$ cat src/rtl/mem_arbiter.sv
// Two-requester (fetch / LSU) arbiter onto a single memory port, one transaction in flight.
// Optional macro RR_ARB_EN selects round-robin arbitration instead of fixed LSU>IF priority.
module mem_arbiter #(
    parameter int ADDR_W      = 32,
    parameter int DATA_W      = 32,
    parameter int TIMEOUT_CYC = 64
) (
    input  logic                clk,
    input  logic                rst,
    input  logic                if_req_i,
    input  logic [ADDR_W-1:0]   if_addr_i,
    output logic                if_gnt_o,
    output logic                if_rvalid_o,
    output logic [DATA_W-1:0]   if_rdata_o,
    output logic                if_err_o,
    input  logic                lsu_req_i,
    input  logic                lsu_we_i,
    input  logic [DATA_W/8-1:0] lsu_be_i,
    input  logic [ADDR_W-1:0]   lsu_addr_i,
    input  logic [DATA_W-1:0]   lsu_wdata_i,
    output logic                lsu_gnt_o,
    output logic                lsu_rvalid_o,
    output logic [DATA_W-1:0]   lsu_rdata_o,
    output logic                lsu_err_o,
    output logic                mem_req_o,
    output logic                mem_we_o,
    output logic [DATA_W/8-1:0] mem_be_o,
    output logic [ADDR_W-1:0]   mem_addr_o,
    output logic [DATA_W-1:0]   mem_wdata_o,
    input  logic                mem_gnt_i,
    input  logic                mem_rvalid_i,
    input  logic [DATA_W-1:0]   mem_rdata_i,
    output logic [1:0]          state_dbg
);

    // Handshake: requesters hold req until their 1-cycle gnt; the bus holds mem_req_o
    // with stable payload until mem_gnt_i, then answers with one mem_rvalid_i pulse.
    localparam int BE_W = DATA_W / 8;

    localparam logic [1:0] ST_IDLE = 2'd0;
    localparam logic [1:0] ST_ADDR = 2'd1;
    localparam logic [1:0] ST_RESP = 2'd2;

    localparam logic OWN_IF  = 1'b0;
    localparam logic OWN_LSU = 1'b1;

    logic [1:0]        state_q, state_d;
    logic              owner_q;
    logic [ADDR_W-1:0] addr_q;
    logic              we_q;
    logic [BE_W-1:0]   be_q;
    logic [DATA_W-1:0] wdata_q;

    logic any_req, grant, pick_lsu, timeout, resp_ok, done;

`ifdef RR_ARB_EN
    logic last_owner_q;

    always_ff @(posedge clk or posedge rst) begin
        if (rst)        last_owner_q <= OWN_IF;
        else if (grant) last_owner_q <= pick_lsu;
    end

    // On a collision the requester that did not win last time gets the port.
    assign pick_lsu = lsu_req_i && (!if_req_i || (last_owner_q == OWN_IF));
`else
    assign pick_lsu = lsu_req_i;
`endif

    assign any_req = if_req_i || lsu_req_i;
    assign grant   = (state_q == ST_IDLE) && !rst && any_req;
    assign resp_ok = (state_q == ST_RESP) && mem_rvalid_i;
    assign done    = resp_ok || timeout;

    generate
        if (TIMEOUT_CYC > 0) begin : g_wdog
            localparam int CNT_W = $clog2(TIMEOUT_CYC + 1);
            localparam logic [CNT_W-1:0] CNT_LAST = CNT_W'(TIMEOUT_CYC - 1);
            localparam logic [CNT_W-1:0] CNT_MAX  = CNT_W'(TIMEOUT_CYC);
            logic [CNT_W-1:0] cnt_q;

            always_ff @(posedge clk or posedge rst) begin
                if (rst)                     cnt_q <= '0;
                else if (state_q == ST_IDLE) cnt_q <= '0;
                else if (cnt_q != CNT_MAX)   cnt_q <= cnt_q + CNT_W'(1);
            end

            // A bus event in the expiry cycle wins; >= covers a grant that landed exactly on it.
            assign timeout = (cnt_q >= CNT_LAST) &&
                             (((state_q == ST_ADDR) && !mem_gnt_i) ||
                              ((state_q == ST_RESP) && !mem_rvalid_i));
        end else begin : g_no_wdog
            assign timeout = 1'b0;
        end
    endgenerate

    always_comb begin
        state_d = state_q;
        case (state_q)
            ST_IDLE: if (grant) state_d = ST_ADDR;
            ST_ADDR: begin
                if (timeout)        state_d = ST_IDLE;
                else if (mem_gnt_i) state_d = ST_RESP;
            end
            ST_RESP: if (done) state_d = ST_IDLE;
            default: state_d = ST_IDLE;
        endcase
    end

    always_ff @(posedge clk or posedge rst) begin
        if (rst) state_q <= ST_IDLE;
        else     state_q <= state_d;
    end

    always_ff @(posedge clk or posedge rst) begin
        if (rst) begin
            owner_q <= OWN_IF;
            addr_q  <= '0;
            we_q    <= 1'b0;
            be_q    <= '0;
            wdata_q <= '0;
        end else if (grant) begin
            owner_q <= pick_lsu;
            if (pick_lsu) begin
                addr_q  <= lsu_addr_i;
                we_q    <= lsu_we_i;
                be_q    <= lsu_be_i;
                wdata_q <= lsu_wdata_i;
            end else begin
                addr_q  <= if_addr_i;
                we_q    <= 1'b0;
                be_q    <= '1;
                wdata_q <= '0;
            end
        end
    end

    assign if_gnt_o     = grant && !pick_lsu;
    assign lsu_gnt_o    = grant && pick_lsu;
    assign if_rvalid_o  = done && (owner_q == OWN_IF);
    assign lsu_rvalid_o = done && (owner_q == OWN_LSU);
    assign if_err_o     = timeout && (owner_q == OWN_IF);
    assign lsu_err_o    = timeout && (owner_q == OWN_LSU);
    assign if_rdata_o   = (resp_ok && (owner_q == OWN_IF))  ? mem_rdata_i : '0;
    assign lsu_rdata_o  = (resp_ok && (owner_q == OWN_LSU)) ? mem_rdata_i : '0;

    assign mem_req_o   = (state_q == ST_ADDR);
    assign mem_we_o    = we_q;
    assign mem_be_o    = be_q;
    assign mem_addr_o  = addr_q;
    assign mem_wdata_o = wdata_q;
    assign state_dbg   = state_q;

endmodule

$ cat config.mk
export PLATFORM = sky130hd
export DESIGN_NAME = mem_arbiter
export DESIGN_NICKNAME = d
export VERILOG_FILES = /design/src/rtl/mem_arbiter.sv
export SDC_FILE = /design/constraint.sdc
export NUM_CORES = 1
export LEC_CHECK = 0
export CORE_MARGIN = 2
export CORE_UTILIZATION = 33
export CTS_BUF_LIST = sky130_fd_sc_hd__clkbuf_2
export DETAILED_ROUTE_END_ITERATION = 8
export GPL_TIMING_DRIVEN = 0
export PLACE_DENSITY = 0.79
export SETUP_SLACK_MARGIN = 0.15
export SKIP_LAST_GASP = 1
export SYNTH_ARGS = -nofsm -noshare
export SYNTH_HDL_FRONTEND = slang
export SYNTH_SLANG_ARGS = --single-unit
$ cat constraint.sdc
create_clock -name clk -period 3.6 [get_ports clk]
set_input_delay 0.54 -clock clk [delete_from_list [all_inputs] [get_ports clk]]
set_output_delay 0.54 -clock clk [all_outputs]
set_load 0.01 [all_outputs]
==> metrics.cfg <==
[run_status]
status = finished clean

[critical_path]
path_max_fanout = 10
critPathMaxStageDelay_ns = 0.54
critical_path_class = reg2out
critPathSlowestCell = clkdlybuf4s50_1
worstPathCellList = nand3b_1 -> nor2_1 -> clkbuf_1 -> and2_1 -> clkdlybuf4s50_1
required_ns = 3.06
cp-end-kind = output port
startpoint_type = flop
worstPathArrival_ns = 2.67

[synth]
synth.distinct_cells = 35
ys_warn_count = 0
synthesis.area_um2 = 4120
ys_ff_latch = 79
syn_inst = 398
syn-mean-instance-area_um2 = 10.4
yosysSeqAreaShare_pct = 48.0
synth_nets = 539

[place]
dpl.cell_count = 846
portBuffers = 279
gp_congestion = 0.802
dp_hpwl_um = 11300

[routing]
vias_per_cell = 4.76
avgRoutedWirePerCell_um = 16.1
wirelength_um = 13900
drt_drc_violations_left = 0
vias = 4109
drtAntennaViolNets = 0
first_iter_violations = 160
firstDrtPassIters = 4

[sta]
layout_min_cycle_time_ns = 3.21
fmax_mhz = 312
hold-worst-slack_ns = 0.533
slew_headroom_pct = 61.5
worstMarginPinSlew_ns = 0.577
rsz0062_at_grt = no
fin_setup_tns_ns = 0
setup_viol = 0
fin_crit_sh_pct = 89.1
final-hold-violation-count = 0
drv_slew = 0
skew_ns = 0.0266

[global_route]
grt_pass1_wl_um = 21200
antenna_found_initial = 2
grt_max_degree = 47
track_usage_pct = 20.7
grt_pass1_vias = 4249
grt_overflow_total = 0

[clock_tree]
cts.path.max_buffers = 2
ctsHoldBuffers = 0
root_buffer = clkbuf_2
cts_max_level = 3
clock_latency_ns = 0.50
post_cts_buffers = 0
cts_sinks = 79
cts.clk_slew.worst_paths_ns = 0.21
cts_tree = built
cts_buffers = 9

[floorplanning]
dieArea_um2 = 13400
rows = 40
io_pins = 281
die_w_um = 116
die_y_um = 116
core_area_um2 = 12100
initial_core_util_pct = 34.0

[finish]
final_cell_mix = clkdlybuf4s50_1 (279), dfrtp_1 (79), mux2_2 (68), and2_1 (64)
fin_nets = 830
areaGrowthSynthToFinish_pct = 77.1
drive_gt1_share_pct = 13.7
final_common_cell = clkdlybuf4s50_1
final_cells = 864

[power]
p_leak_nw = 2.93
swShare_pct = 34.5
ir_drop_mv = 0.375
seqPwrFrac_pct = 36.4
internal-power_w = 0.00276
switching_power_w = 0.00145
power.density_nw_per_um2 = 578
comb_power_share_pct = 50.8
p_clk_share_pct = 12.7

[flow_run]
maxCapViolCount = 0

[min_path]
min_path_type = reg2reg

-- power by group through the flow --
stage                     Sequential (W)  Clock [W]  Combinational [W]
after global routing             0.00159   0.000594            0.00231
after CTS                        0.00153   0.000559            0.00216
after global placement           0.00153          0            0.00211
final                            0.00154   0.000537            0.00214
after detailed placement         0.00155          0            0.00215
after floorplan                  0.00171          0           0.000685
-- path summary, 6_finish.rpt --
| path | startpoint | endpoint | slack (ns) | cells past startpoint |
|---|---|---|---|---|
| min reg2reg | mem_addr_o[27] | mem_addr_o[27] | 0.53 | 1 |
| min | mem_addr_o[27] | mem_addr_o[27] | 0.53 | 1 |
| max | state_dbg[0] | lsu_rdata_o[1] | 0.39 | 5 |
| min in group asynchronous | rst | mem_wdata_o[5] | 0.66 | 3 |
| max reg2reg | state_dbg[0] | mem_addr_o[21] | 1.77 | 5 |
| max in group asynchronous | rst | mem_addr_o[19] | 2.32 | 4 |
-- cell families after synthesis --
kind of cell	count (synthesis)	share of synthesized area [%]
flops	79	48.0
simple gates	130	19.2
mux	68	18.6
compound gates	49	6.56
fa+ha+maj	2	0.607
xor+xnor	3	0.638
buf+inv	67	6.44
-- cell usage after synthesis (all sizes together) --
master / number / area (um^2)
nand3: 3 / 15.0
xor2: 2 / 17.5
nand2: 2 / 7.51
buf: 8 / 43.8
o31ai: 1 / 7.51
a21o: 1 / 7.51
clkbuf: 21 / 78.8
clkinv: 1 / 3.75
o211a: 1 / 10.0
nand3b: 1 / 7.51
mux2: 68 / 766
nor2: 8 / 32.5
and2: 64 / 400
nor3b: 2 / 15.0
nor2b: 2 / 12.5
or3: 3 / 18.8
and3: 1 / 6.26
nand4: 34 / 213
inv: 37 / 139
dfrtp: 79 / 1980
ha: 2 / 25.0
o21ai: 37 / 185
a21oi: 4 / 20.0
xnor2: 1 / 8.76
o21a: 1 / 7.51
a22o: 1 / 8.76
or4: 1 / 11.3
o22ai: 1 / 6.26
o21bai: 1 / 7.51
nor3: 4 / 20.0
nand2b: 5 / 31.3
o21ba: 1 / 10.0
-- timing repair --
| item | CTS | global route |
|---|---|---|
| endpoints found under the setup margin | 0 | 1 |
| gates resized for setup | 0 | 1 |
| endpoints found under the hold margin | 0 | 0 |
-- per-layer routing --
layer	GRT usage, %	part of all wire, %	vias to the layer above
li1	-	-	1936
met1	20.4	35	1943
met2	37.9	52	197
met3	7.27	9.7	33
met4	11.0	3.8	0
met5	0	0	-
-- registers in the layout (all words and copies together) (netlist names) --
name	cells
mem_be_o	4
mem_addr_o	32
g_wdog.cnt_q	7
owner_q	1
mem_we_o	1
mem_wdata_o	32
state_dbg	2
-- critical path, delay by kind of cell (launching register included) --
kind,cells,cell delay [ns]
buffers and inverters,2,0.87
and+or+nand+nor,3,0.79
DFF,1,0.50
-- stage by stage --
stage / cell area (um^2) / total power (W) / setup WS (ns) / util, %
after global routing: 7300 / 0.00449 / 0.162 / 60.2
final: 7300 / 0.00421 / 0.392 / 60.2
after floorplan: 4120 / 0.00240 / 1.36 / -
after detailed placement: 7150 / 0.00371 / 0.408 / 59.1
after global placement: 7120 / 0.00365 / 0.334 / 58.8
after CTS: 7290 / 0.00426 / 0.267 / 60.2
-- layout make-up --
class / count / area, um^2
antenna: 2 / 5.00
buffer: 29 / 126
multi-input combinational: 252 / 1880
inverter: 38 / 143
fill: 1040 / 4810
clock buffer: 9 / 45.0
tap: 168 / 210
clock inverter: 7 / 87.6
sequential: 79 / 1980
timing repair buffer: 280 / 2820
Power figures use the tool's default switching activity.
